[config.mk]
export PLATFORM = sky130hd
export DESIGN_NAME = spi_slave
export DESIGN_NICKNAME = d
export VERILOG_FILES = /design/src/rtl/spi_slave.sv
export SDC_FILE = /design/constraint.sdc
export NUM_CORES = 1
export LEC_CHECK = 0
export CELL_PAD_IN_SITES_DETAIL_PLACEMENT = 0
export CELL_PAD_IN_SITES_GLOBAL_PLACEMENT = 1
export CORE_MARGIN = 2
export CORE_UTILIZATION = 41
export CTS_CLUSTER_DIAMETER = 50
export DETAILED_ROUTE_END_ITERATION = 8
export GPL_ROUTABILITY_DRIVEN = 0
export PLACE_DENSITY = 0.84
export SLEW_MARGIN = 20
export SYNTH_ARGS = -nofsm -noshare
export SYNTH_HDL_FRONTEND = slang
export SYNTH_SLANG_ARGS = --single-unit
[constraint.sdc]
create_clock -name global_clk -period 1.9 [get_ports global_clk]
set_clock_uncertainty 0.2 [all_clocks]
set_input_delay 0.57 -clock global_clk [delete_from_list [all_inputs] [get_ports global_clk]]
set_output_delay 0.57 -clock global_clk [all_outputs]
set_load 0.1 [all_outputs]
[src/rtl/spi_slave.sv]
// SPI mode-0 slave: MSB-first frames of WIDTH bits, with the raw SPI pins
// synchronised into the global_clk domain. A one-entry holding buffer feeds
// the transmit shifter, and rx_valid pulses once for each completed frame.
module spi_slave #(
    parameter int WIDTH = 8
) (
    input  logic             global_clk,
    input  logic             reset,
    input  logic             sclk,
    input  logic             ss,
    input  logic             mosi,
    output logic             miso,
    input  logic [WIDTH-1:0] tx_data,
    input  logic             tx_load,
    output logic             tx_ready,
    output logic [WIDTH-1:0] rx_data,
    output logic             rx_valid,
    output logic             busy
);

    localparam int CW = (WIDTH > 1) ? $clog2(WIDTH) : 1;

    typedef enum logic {
        IDLE   = 1'b0,
        ACTIVE = 1'b1
    } state_t;

    state_t r_state;
    state_t w_state_nxt;

    // Bit 0 is the first synchroniser stage; bit 2 is the edge-detect history.
    logic [2:0]       r_sclk_sync;
    logic [2:0]       r_ss_sync;
    logic [1:0]       r_mosi_sync;

    logic [CW-1:0]    r_cnt;
    logic             r_reload;
    logic [WIDTH-1:0] r_tx_shift;
    logic [WIDTH-1:0] r_rx_shift;
    logic [WIDTH-1:0] r_buf;
    logic             r_buf_full;
    logic [WIDTH-1:0] r_rx_data;
    logic             r_rx_valid;

    logic             w_sclk_rise;
    logic             w_sclk_fall;
    logic             w_ss_rise;
    logic             w_ss_fall;
    logic             w_start;
    logic             w_end;
    logic             w_sh_rise;
    logic             w_sh_fall;
    logic             w_load;
    logic             w_wrap;
    logic [WIDTH-1:0] w_rx_next;
    logic [WIDTH-1:0] w_buf_out;

    assign w_sclk_rise = r_sclk_sync[1] & ~r_sclk_sync[2];
    assign w_sclk_fall = ~r_sclk_sync[1] & r_sclk_sync[2];
    assign w_ss_rise   = r_ss_sync[1] & ~r_ss_sync[2];
    assign w_ss_fall   = ~r_ss_sync[1] & r_ss_sync[2];

    // A rising ss wins over any sclk edge seen in the same cycle.
    assign w_start   = (r_state == IDLE) & w_ss_fall;
    assign w_end     = (r_state == ACTIVE) & w_ss_rise;
    assign w_sh_rise = (r_state == ACTIVE) & ~w_ss_rise & w_sclk_rise;
    assign w_sh_fall = (r_state == ACTIVE) & ~w_ss_rise & w_sclk_fall;

    // The shifter reloads at frame start and on the first falling edge after a wrap.
    assign w_load    = w_start | (w_sh_fall & r_reload);
    assign w_wrap    = w_sh_rise & (r_cnt == CW'(WIDTH - 1));
    assign w_rx_next = {r_rx_shift[WIDTH-2:0], r_mosi_sync[1]};
    assign w_buf_out = r_buf_full ? r_buf : '0;

    assign miso     = (r_state == ACTIVE) & r_tx_shift[WIDTH-1];
    assign busy     = (r_state == ACTIVE);
    assign tx_ready = ~r_buf_full;
    assign rx_data  = r_rx_data;
    assign rx_valid = r_rx_valid;

    // Bring the asynchronous SPI pins into the global_clk domain.
    always_ff @(posedge global_clk) begin
        if (!reset) begin
            r_sclk_sync <= '0;
            r_ss_sync   <= '0;
            r_mosi_sync <= '0;
        end else begin
            r_sclk_sync <= {r_sclk_sync[1:0], sclk};
            r_ss_sync   <= {r_ss_sync[1:0], ss};
            r_mosi_sync <= {r_mosi_sync[0], mosi};
        end
    end

    // State register.
    always_ff @(posedge global_clk) begin
        if (!reset) begin
            r_state <= IDLE;
        end else begin
            r_state <= w_state_nxt;
        end
    end

    // Next state: ss falling opens a transfer, ss rising closes it from any bit.
    always_comb begin
        w_state_nxt = r_state;
        case (r_state)
            IDLE:    if (w_ss_fall) w_state_nxt = ACTIVE;
            ACTIVE:  if (w_ss_rise) w_state_nxt = IDLE;
            default: w_state_nxt = IDLE;
        endcase
    end

    // Receive path and bit counter; a partial frame is simply forgotten on ss rise.
    always_ff @(posedge global_clk) begin
        if (!reset) begin
            r_cnt      <= '0;
            r_reload   <= 1'b0;
            r_rx_shift <= '0;
            r_rx_data  <= '0;
            r_rx_valid <= 1'b0;
        end else begin
            r_rx_valid <= 1'b0;
            if (w_start || w_end) begin
                r_cnt    <= '0;
                r_reload <= 1'b0;
            end else if (w_sh_rise) begin
                r_rx_shift <= w_rx_next;
                if (w_wrap) begin
                    r_cnt      <= '0;
                    r_rx_data  <= w_rx_next;
                    r_rx_valid <= 1'b1;
                    r_reload   <= 1'b1;
                end else begin
                    r_cnt <= r_cnt + CW'(1);
                end
            end else if (w_sh_fall) begin
                r_reload <= 1'b0;
            end
        end
    end

    // Transmit shifter: load a fresh word or shift out the next MSB.
    always_ff @(posedge global_clk) begin
        if (!reset) begin
            r_tx_shift <= '0;
        end else if (w_load) begin
            r_tx_shift <= w_buf_out;
        end else if (w_sh_fall) begin
            r_tx_shift <= {r_tx_shift[WIDTH-2:0], 1'b0};
        end
    end

    // Holding buffer: a write always wins, even when the shifter takes the old word.
    always_ff @(posedge global_clk) begin
        if (!reset) begin
            r_buf      <= '0;
            r_buf_full <= 1'b0;
        end else if (tx_load) begin
            r_buf      <= tx_data;
            r_buf_full <= 1'b1;
        end else if (w_load) begin
            r_buf_full <= 1'b0;
        end
    end

endmodule

==> results of run 1 <==
layout by cell type, fill, tap and decap left out, drive strengths merged, types with 2 or more instances in the layout:
cell type      netlist  layout
nand3                2       2
o21ai                7       7
a21oi               11      11
inv                  3       3
clkbuf               4       7
nand2b               2       2
and2                10      10
dfxtp               46      46
ha                   2       2
nor2                 3       3
clkdlybuf4s50        0      13
nand2                5       5
a22oi                6       6
nor2b               25      25
o21a                 2       2
mux2i               24      24
buf                  5      17
sequential cells by signal (all words and copies together) (netlist names):
| register | cells |
|---|---|
| r_buf | 8 |
| r_tx_shift | 8 |
| rx_data | 8 |
| r_rx_shift | 7 |
| r_cnt | 3 |
| r_sclk_sync | 3 |
| r_ss_sync | 3 |
| r_mosi_sync | 2 |
| busy | 1 |
| r_buf_full | 1 |
| r_reload | 1 |
| rx_valid | 1 |
cell families (layout without fill, tap and decap cells):
| group | after synthesis | after routing | share of synthesized area (%) |
|---|---|---|---|
| AO/OA/AOI/OAI | 31 | 31 | 11.13 |
| adder cells (fa/ha/maj) | 3 | 3 | 1.959 |
| buffers and inverters | 12 | 41 | 3.848 |
| flip-flops | 46 | 46 | 51.50 |
| multiplexers | 24 | 24 | 13.44 |
| AND/OR/NAND/NOR | 52 | 52 | 18.13 |
worst max-delay path, cell delays in order (launching register included):
cell and delay (ns):
dfxtp_4 0.43, and2_4 0.17, buf_12 0.16
power breakdown:
part           switching [mW]  total (mW)  internal [mW]
registers              0.0176        1.00          0.987
logic                  0.0605       0.134         0.0735
clock network           0.310       0.817          0.508
per-layer routing:
| layer | vias to the layer above | track usage (%) |
|---|---|---|
| met2 | 28 | 24.97 |
| met5 | - | 0 |
| li1 | 630 | - |
| met1 | 586 | 16.62 |
| met3 | 4 | 4.473 |
| met4 | 0 | 5.128 |
Yosys cell counts (3+ instances only):
master and instances:
o21ai_0 5, a21oi_1 11, inv_1 3, nor2_1 3, nor2b_1 25, and2_1 10
clkbuf_1 4, dfxtp_1 46, a22oi_1 6, mux2i_1 24, nand2_1 5
stage by stage:
stage,cells,setup slack (ns),util [%],hold WS [ns]
6_report,249,0.06938,55.63,0.2372
5_1_grt,249,0.03524,55.63,0.2463
4_1_cts,249,0.06235,55.63,0.2396
3_5_place_dp,241,0.01764,52.41,0.2200
3_3_place_gp,241,0.07449,52.41,0.2159
2_1_floorplan,168,0.1063,-,0.2119
path summary, 6_finish.rpt:
path | start | endpoint | slack, ns | depth (start not counted)
worst min-delay path | r_sclk_sync[0]$_SDFF_PN0_ | r_sclk_sync[1]$_SDFF_PN0_ | 0.24 | 1
worst max register to register | r_cnt[0]$_SDFFE_PP0P_ | rx_data[7]$_SDFFE_PN0P_ | 0.28 | 6
worst max-delay path | busy$_SDFF_PN0_ | miso | 0.07 | 2
worst min register to register | r_sclk_sync[0]$_SDFF_PN0_ | r_sclk_sync[1]$_SDFF_PN0_ | 0.24 | 1
final cells by class:
class / instances / area, um^2
inverter: 3 / 11.26
multi-input combinational: 110 / 800.8
timing repair buffer: 30 / 432.9
tap: 52 / 65.06
fill: 366 / 1892
sequential: 46 / 924.6
clock buffer: 7 / 107.6
clock inverter: 1 / 30.03
==> out/results.ini, run 1 <==
[placed_design]
port_buffers = 25
place_hpwl_um = 2295
post_dp_cell_area_um2 = 2235

[detailed_routing]
wl_met2_um = 1654
vias = 1248
drt_iter0_drc = 53
wl_per_cell_um = 12.90
met1Wirelength_um = 1358
viasPerCell = 5.012
finalWirelength_um = 3213
antenna_left = 0
route.met3.wl_um = 164
routed.top_layer = met4
drc = 0
dr.pass1.iters = 4

[clocking]
cts_resized = 0
postCtsSetupBuffers = 0
cts_sinks = 46
cts_hold_buffers = 0
cts_root_buffer = clkbuf_8
clk_latency_ns = 0.29
clkSlewWorstSetupHoldPaths_ns = 0.08
cts_max_level = 2
tritoncts = built
clock_path_buffers = 2
numCtsBuffers = 5

[timing]
timing.final.crit_share_pct = 96.35
setup_tns_ns = 0
slew_viol_final = 0
final_hold_viol_count = 0
slew_headroom_pct = 69.11
setup_viol = 0
period_needed_ns = 1.831
fmax_mhz = 546.3
rsz0062_at_grt = false
tightest_slew_ns = 0.4616

[grt]
grt_start_max_net_pins = 29
grt_util_all_layers_pct = 14.38
grt_pass1_wl_um = 5623
grt_antenna_before_repair = 0
grt_overflow = 0
grt_pass1_vias = 1209

[critical_path]
crit_fanout = 9
endpoint_kind = output port
worstPathRequired_ns = 1.13
start_kind = flop
worstPathArrival_ns = 1.06
crit_type = flop to output port

[yosys]
synth.distinct_cells = 31
synth.cell_area_um2 = 1788
synth_ff_type = dfxtp_1
synth_top_area_share_pct = 51.50
synth.largest_area_cell = dfxtp_1
syn_avg_cell_area_um2 = 10.64
synth_area_leaders = dfxtp_1 (52%), mux2i_1 (13%), nor2b_1 (8.7%)
synth-edff-count = 0
ys_ff_latch = 46
syn-num-nets = 184
synth_warnings = 0
ys_seq_area_share_pct = 51.50
async_reset_ff_share_pct = 0
syn_inst = 168

[cells_and_area]
fin_nets = 212
final_cell_area_um2 = 2372
diodes = 0
syn_to_final_growth_pct = 32.68
drive_gt1_share_pct = 15.74

[floorplanning]
dieArea_um2 = 4905
die_h_um = 70.04
io_pins = 26
coreArea_um2 = 4264
fp-row-count = 24
start_util_pct = 41.93
die_x_um = 70.04

[run]
max-cap-violations = 0

[pwr]
power_mw = 1.956
peakVddDrop_v = 0.0004353
p_leak_nw = 0.9990
p_per_area_nw_per_um2 = 824.5

[hold_path]
min_path_type = flop to flop

[status]
status = finished, final reports clean

No activity file was read; power rests on OpenSTA's default activity.
==> inputs of run 2 (changes only) <==
Settings changed: ABC_CLOCK_PERIOD_IN_PS set to 1900.
==> results of run 2 <==
The final DEF is identical to that of run 1; final timing and power are the same.
